[config.mk]
export PLATFORM = sky130hd
export DESIGN_NAME = fifo_pace_ctrl
export DESIGN_NICKNAME = d
export VERILOG_FILES = /design/src/rtl/fifo_pace_pkg.sv /design/src/rtl/fifo_pace_ctrl_timebase.sv /design/src/rtl/fifo_pace_ctrl.sv
export SDC_FILE = /design/constraint.sdc
export NUM_CORES = 1
export LEC_CHECK = 0
export CORE_MARGIN = 8
export CORE_UTILIZATION = 55
export CTS_CLUSTER_DIAMETER = 200
export DETAILED_ROUTE_END_ITERATION = 12
export MAX_ROUTING_LAYER = met4
export PLACE_DENSITY = 0.78
export SETUP_SLACK_MARGIN = 0.3
export SYNTH_ARGS = -nofsm -noshare
export SYNTH_HDL_FRONTEND = slang
export SYNTH_SLANG_ARGS = --single-unit
[constraint.sdc]
create_clock -name clk -period 10.2 [get_ports clk]
set_clock_uncertainty 0.2 [all_clocks]
set_input_delay 1.53 -clock clk [delete_from_list [all_inputs] [get_ports clk]]
set_output_delay 1.53 -clock clk [all_outputs]
set_load 0.005 [all_outputs]
[src/rtl/fifo_pace_pkg.sv]
// Shared types and reset defaults for the FIFO pacing controller.
package fifo_pace_pkg;

    typedef enum logic [1:0] {
        IDLE  = 2'd0,
        WRITE = 2'd1,
        READ  = 2'd2
    } state_e;

    localparam int unsigned DEFAULT_PERIOD = 125000000;
    localparam int unsigned DEFAULT_BURST  = 4;

endpackage

[src/rtl/fifo_pace_ctrl_timebase.sv]
// pace_timebase: period counter with a registered one-cycle tick.
// wrap is high on the edge that produces the next tick.
module pace_timebase #(
    parameter int unsigned PERIOD_W = 32
) (
    input  logic                clk,
    input  logic                rst,
    input  logic                en,
    input  logic [PERIOD_W-1:0] period,
    output logic                wrap,
    output logic                tick
);

    logic [PERIOD_W-1:0] cnt;

    // Periods 0 and 1 both mean a tick on every cycle.
    assign wrap = en && ((period <= PERIOD_W'(1)) ||
                         (cnt == period - PERIOD_W'(1)));

    always_ff @(posedge clk) begin
        if (rst) begin
            cnt  <= '0;
            tick <= 1'b0;
        end else begin
            tick <= wrap;
            if (!en || wrap) begin
                cnt <= '0;
            end else begin
                cnt <= cnt + PERIOD_W'(1);
            end
        end
    end

endmodule

[src/rtl/fifo_pace_ctrl.sv]
// fifo_pace_ctrl: alternates paced FIFO write and read bursts in the clk domain.
// Define FIFO_PACE_SLOW_CLK_EN to drive slow_clk as a tick-rate square wave.
module fifo_pace_ctrl
    import fifo_pace_pkg::*;
#(
    parameter int unsigned PERIOD_W       = 32,
    parameter int unsigned BURST_W        = 8,
    parameter int unsigned DEFAULT_PERIOD = fifo_pace_pkg::DEFAULT_PERIOD,
    parameter int unsigned DEFAULT_BURST  = fifo_pace_pkg::DEFAULT_BURST
) (
    input  logic                clk,
    input  logic                rst,
    input  logic                cfg_valid,
    output logic                cfg_ready,
    input  logic [PERIOD_W-1:0] cfg_period,
    input  logic [BURST_W-1:0]  cfg_burst,
    input  logic                start,
    input  logic                stop,
    input  logic                fifo_full,
    input  logic                fifo_empty,
    output logic                wr_en,
    output logic                rd_en,
    output logic                tick,
    output logic                busy,
    output logic [1:0]          state_o,
    output logic                slow_clk
);

    state_e              state;
    logic [PERIOD_W-1:0] period_r;
    logic [BURST_W-1:0]  burst_r;
    logic [BURST_W-1:0]  bcnt;
    logic [BURST_W-1:0]  burst_eff;
    logic                stop_pend;
    logic                wrap;
    logic                last_op;

    assign busy      = (state != IDLE);
    assign cfg_ready = (state == IDLE);
    assign state_o   = state;
    assign burst_eff = (burst_r == '0) ? BURST_W'(1) : burst_r;
    assign last_op   = (bcnt + BURST_W'(1) == burst_eff);

    pace_timebase #(
        .PERIOD_W (PERIOD_W)
    ) u_timebase (
        .clk    (clk),
        .rst    (rst),
        .en     (busy),
        .period (period_r),
        .wrap   (wrap),
        .tick   (tick)
    );

    always_ff @(posedge clk) begin
        if (rst) begin
            state     <= IDLE;
            period_r  <= PERIOD_W'(DEFAULT_PERIOD);
            burst_r   <= BURST_W'(DEFAULT_BURST);
            bcnt      <= '0;
            stop_pend <= 1'b0;
            wr_en     <= 1'b0;
            rd_en     <= 1'b0;
        end else begin
            wr_en <= 1'b0;
            rd_en <= 1'b0;
            unique case (state)
                IDLE: begin
                    if (cfg_valid) begin
                        period_r <= cfg_period;
                        burst_r  <= cfg_burst;
                    end
                    if (start) begin
                        state <= WRITE;
                        bcnt  <= '0;
                    end
                end
                WRITE: begin
                    if (stop) stop_pend <= 1'b1;
                    if (wrap) begin
                        wr_en <= !fifo_full;
                        if (fifo_full || last_op) begin
                            state <= READ;
                            bcnt  <= '0;
                        end else begin
                            bcnt <= bcnt + BURST_W'(1);
                        end
                    end
                end
                READ: begin
                    if (stop) stop_pend <= 1'b1;
                    if (wrap) begin
                        rd_en <= !fifo_empty;
                        if (fifo_empty || last_op) begin
                            bcnt <= '0;
                            // A stop seen on this very edge waits for the next read end.
                            if (stop_pend) begin
                                state     <= IDLE;
                                stop_pend <= 1'b0;
                            end else begin
                                state <= WRITE;
                            end
                        end else begin
                            bcnt <= bcnt + BURST_W'(1);
                        end
                    end
                end
                default: state <= IDLE;
            endcase
        end
    end

`ifdef FIFO_PACE_SLOW_CLK_EN
    logic slow_q;

    always_ff @(posedge clk) begin
        if (rst || state == IDLE) begin
            slow_q <= 1'b0;
        end else if (wrap) begin
            slow_q <= ~slow_q;
        end
    end

    assign slow_clk = slow_q;
`else
    assign slow_clk = 1'b0;
`endif

endmodule
==> results.md <==
* Status: completed
* Top cell type's share of synthesized area at 0.353
* Slew @ Worst Pin at a little under 1 ns
* RSZ-0062 raised after global routing: no
* # nets final at 708
* Register area at 1720 um2
* First-pass GRT wire length at 19.5 mm
* Slew margin rel. at 0.339
* Crit path to: u_timebase.cnt[12]$_SDFF_PP0_
* Mean post-synth cell area at 7.88 um2
* Placeable core area at about 8700 um2
* Number of global-route vias before repair at approximately 4100
* Clk_lat worst skew at roughly 0.36 ns
* Post-Syn Nets at 674
* DP Wirelength at between 8 and 9 mm
* Top_reg_cell synth: dfxtp_1
* Layout cells sized above 1 at 0.0410
* Multi-input gate area at 2970 um2
* Post-Syn Instances at 619
* # rows at 34
* Die area at 12100 um2
* FMAX at 251 MHz
* Placed Area at 5430 um2
* Vias per inst at approximately 5.8
* 1st-iter DRT viols at 233
* TritonCTS buffer count at 9
* Sequential cell area fraction in the yosys report at 0.353
* Pwr Density at 178 nW/um2
* Slew Viols, Final at 0
* Max VDD drop at 0.160 mV
* H-tree levels at 3
* Vias at 4451
* Commonest cells in the netlist: 108 x nand2_1, 86 x dfxtp_1, 64 x nor2_1, 38 x a21oi_1, 38 x xor2_1
* Gr usage total at 0.206
* Initial Util at 0.562
* WHS at roughly 0.28 ns
* Clock Tree Buf Depth at 2
* Leak Pwr at 2.01 nW
* First-pass DRT Iterations at 4
* Yosys cell types at just over 60
* Tmin final at approximately 4 ns
* Ratio of final minimum period to clock period at 0.390
* Maximum Capacitance Violations at 0
* Root Buffer: clkbuf_8
* N_diodes at 0
* Die W at 110 um
* Most frequent cell after synthesis: nand2_1
* Drt wl/cell at between 15 and 20 um
* Number of fill cells at 813
* Post-CTS Setup Inserts at 0
* Total grt overflow at 0
* FF-to-FF path depth at 11
* PostCTS Resize Cnt at 0
* Routed Antenna Nets at 0
* Worst Path Required at 10.20 ns
* Crit end category: flip-flop
* Worst setup startpoint: period_r[0]$_SDFFE_PP0P_
* Crit Path Class: reg -> reg
* Reg2Reg Setup Slack at 6.22 ns
* YS warnings at 0
* TritonCTS clock tree: done
* Wirelength, routed at 11.9 mm
* P&R area growth vs syn at 15.6%
* Total clock sinks at 86
* Final instance area at 5640 um2
* Initial antenna violation count at 0
* Mapped cell area at 4880 um2
* Min-Delay Path Class: reg -> reg
* Die Span Y at 110 um
* Reg2Reg Capture Point: u_timebase.cnt[12]$_SDFF_PP0_
* Total Neg Setup Slack at 0 ns
* Asr flop ratio synth at 0
* CP Max Fanout at 31
* Clk slew on worst S/H paths at ~0.08 ns
* Ports at 55
* Synth Register Bits at 86
* Gpl congestion at roughly 0.97
* Largest net degree at the start of global routing at 43
* Dominant cell type by area after synthesis: dfxtp_1
* Number of synthesized flops with an enable pin at 0
* Final Setup Violations at 0
* I/O Buffers at 53
* Dominant cells by area after synthesis: dfxtp_1 35%, nand2_1 8.3%, xor2_1 6.8%, xnor2_1 6.6%, nor2_1 4.9%
* Arrival @ worst endpoint at 3.98 ns
* Hold_buf cts at 0
* Reg-to-reg startpoint: period_r[0]$_SDFFE_PP0P_
* Worst setup SP type: flip-flop
* Post-route DRC at 0
* Hold Fails Final Rpt at 0
==> flip-flops by register name, indices dropped and copies added, names as in the netlist <==
name	cells
u_timebase.cnt	32
wr_en	1
rd_en	1
period_r	32
u_timebase.tick	1
burst_r	8
state_o	2
bcnt	8
stop_pend	1
==> metrics by stage <==
| step | worst slack (ns) | cells | utilization | total power, W |
|---|---|---|---|---|
| 3_5_place_dp | 6.31 | 750 | 0.625 | 0.000757 |
| 6_report | 6.22 | 766 | 0.650 | 0.00100 |
| 2_1_floorplan | 6.95 | 619 | - | 0.000661 |
| 4_1_cts | 6.28 | 766 | 0.650 | 0.00100 |
| 5_1_grt | 5.96 | 766 | 0.650 | 0.00106 |
| 3_3_place_gp | 6.36 | 750 | 0.625 | 0.000749 |
==> logic make-up (layout without fill, tap and decap cells) <==
logic type,count (synthesis),in the layout,share of synthesized area
XOR/XNOR,76,76,0.140
adder cells (fa/ha/maj),8,8,0.0205
AND/OR/NAND/NOR,307,307,0.315
flip-flops,86,86,0.353
buffers and inverters,46,85,0.0385
multiplexers,9,9,0.0185
AO/OA/AOI/OAI,86,86,0.114
other,1,1,0.000769
==> per-layer routing <==
layer  routed length (um)  vias up  global-route usage  part of all wire
li1                     -     2190                   -                 -
met1                 5530     2121               0.265              0.47
met2                 5560      126               0.326              0.47
met3                  607       14              0.0337             0.051
met4                  178        0              0.0637             0.015
met5                    0        -                   -                 0
==> power by group <==
part	internal (W)	total (W)	leakage (nW)	switching [W]
logic	0.000140	0.000325	1.21	0.000185
registers	0.000371	0.000428	0.701	0.0000566
clock network	0.000128	0.000249	0.103	0.000121
==> placed cells by master (no fill, tap or decap), types with 3 or more instances in the layout <==
cell               n
o211ai_1           3
and3_1            10
o21ai_0           14
clkbuf_8          11
nand4_1           14
nand2_1          108
or3_1              3
o21a_1             3
o21ai_1            5
o22ai_1            3
nand3b_1           4
nor2_1            64
ha_1               8
clkdlybuf4s50_1   53
nor4_1            14
a32o_1             4
inv_1             13
nand2b_1           8
a21oi_1           38
nor2b_1            6
dfxtp_1           86
nand3_1           31
xor2_1            38
nor3b_1            7
mux2i_1            9
nor3_1            16
xnor2_1           37
buf_4              3
==> critical path: stages (launching register included) <==
cell,delay (ns)
dfxtp_1,0.38
inv_1,0.08
ha_1,0.27
nor3b_1,0.55
nand3_1,0.31
nor2_1,0.27
and4b_1,0.23
o22ai_1,0.10
nor4b_4,0.34
a31oi_4,0.19
nand2_1,0.77
nor2_1,0.12
==> cell type report <==
class                      count  area share
multi-input combinational    487       0.527
inverter                      13     0.00866
clock inverter                 4     0.00976
clock buffer                  12      0.0275
sequential                    86       0.305
timing repair buffer          56      0.0981
tap                          108      0.0240
==> how the worst min path moves through the flow <==
stage                            start                 endpoint  slack, ns  cells after the start
2_1_floorplan  burst_r[0]$_SDFFE_PP0P_  burst_r[0]$_SDFFE_PP0P_       0.24                      2
3_3_place_gp   burst_r[0]$_SDFFE_PP0P_  burst_r[0]$_SDFFE_PP0P_       0.26                      2
3_5_place_dp   burst_r[0]$_SDFFE_PP0P_  burst_r[0]$_SDFFE_PP0P_       0.27                      2
4_1_cts        burst_r[0]$_SDFFE_PP0P_  burst_r[0]$_SDFFE_PP0P_       0.28                      2
5_1_grt        burst_r[0]$_SDFFE_PP0P_  burst_r[0]$_SDFFE_PP0P_       0.29                      2
6_report       burst_r[0]$_SDFFE_PP0P_  burst_r[0]$_SDFFE_PP0P_       0.28                      2
Power figures use the tool's default switching activity.
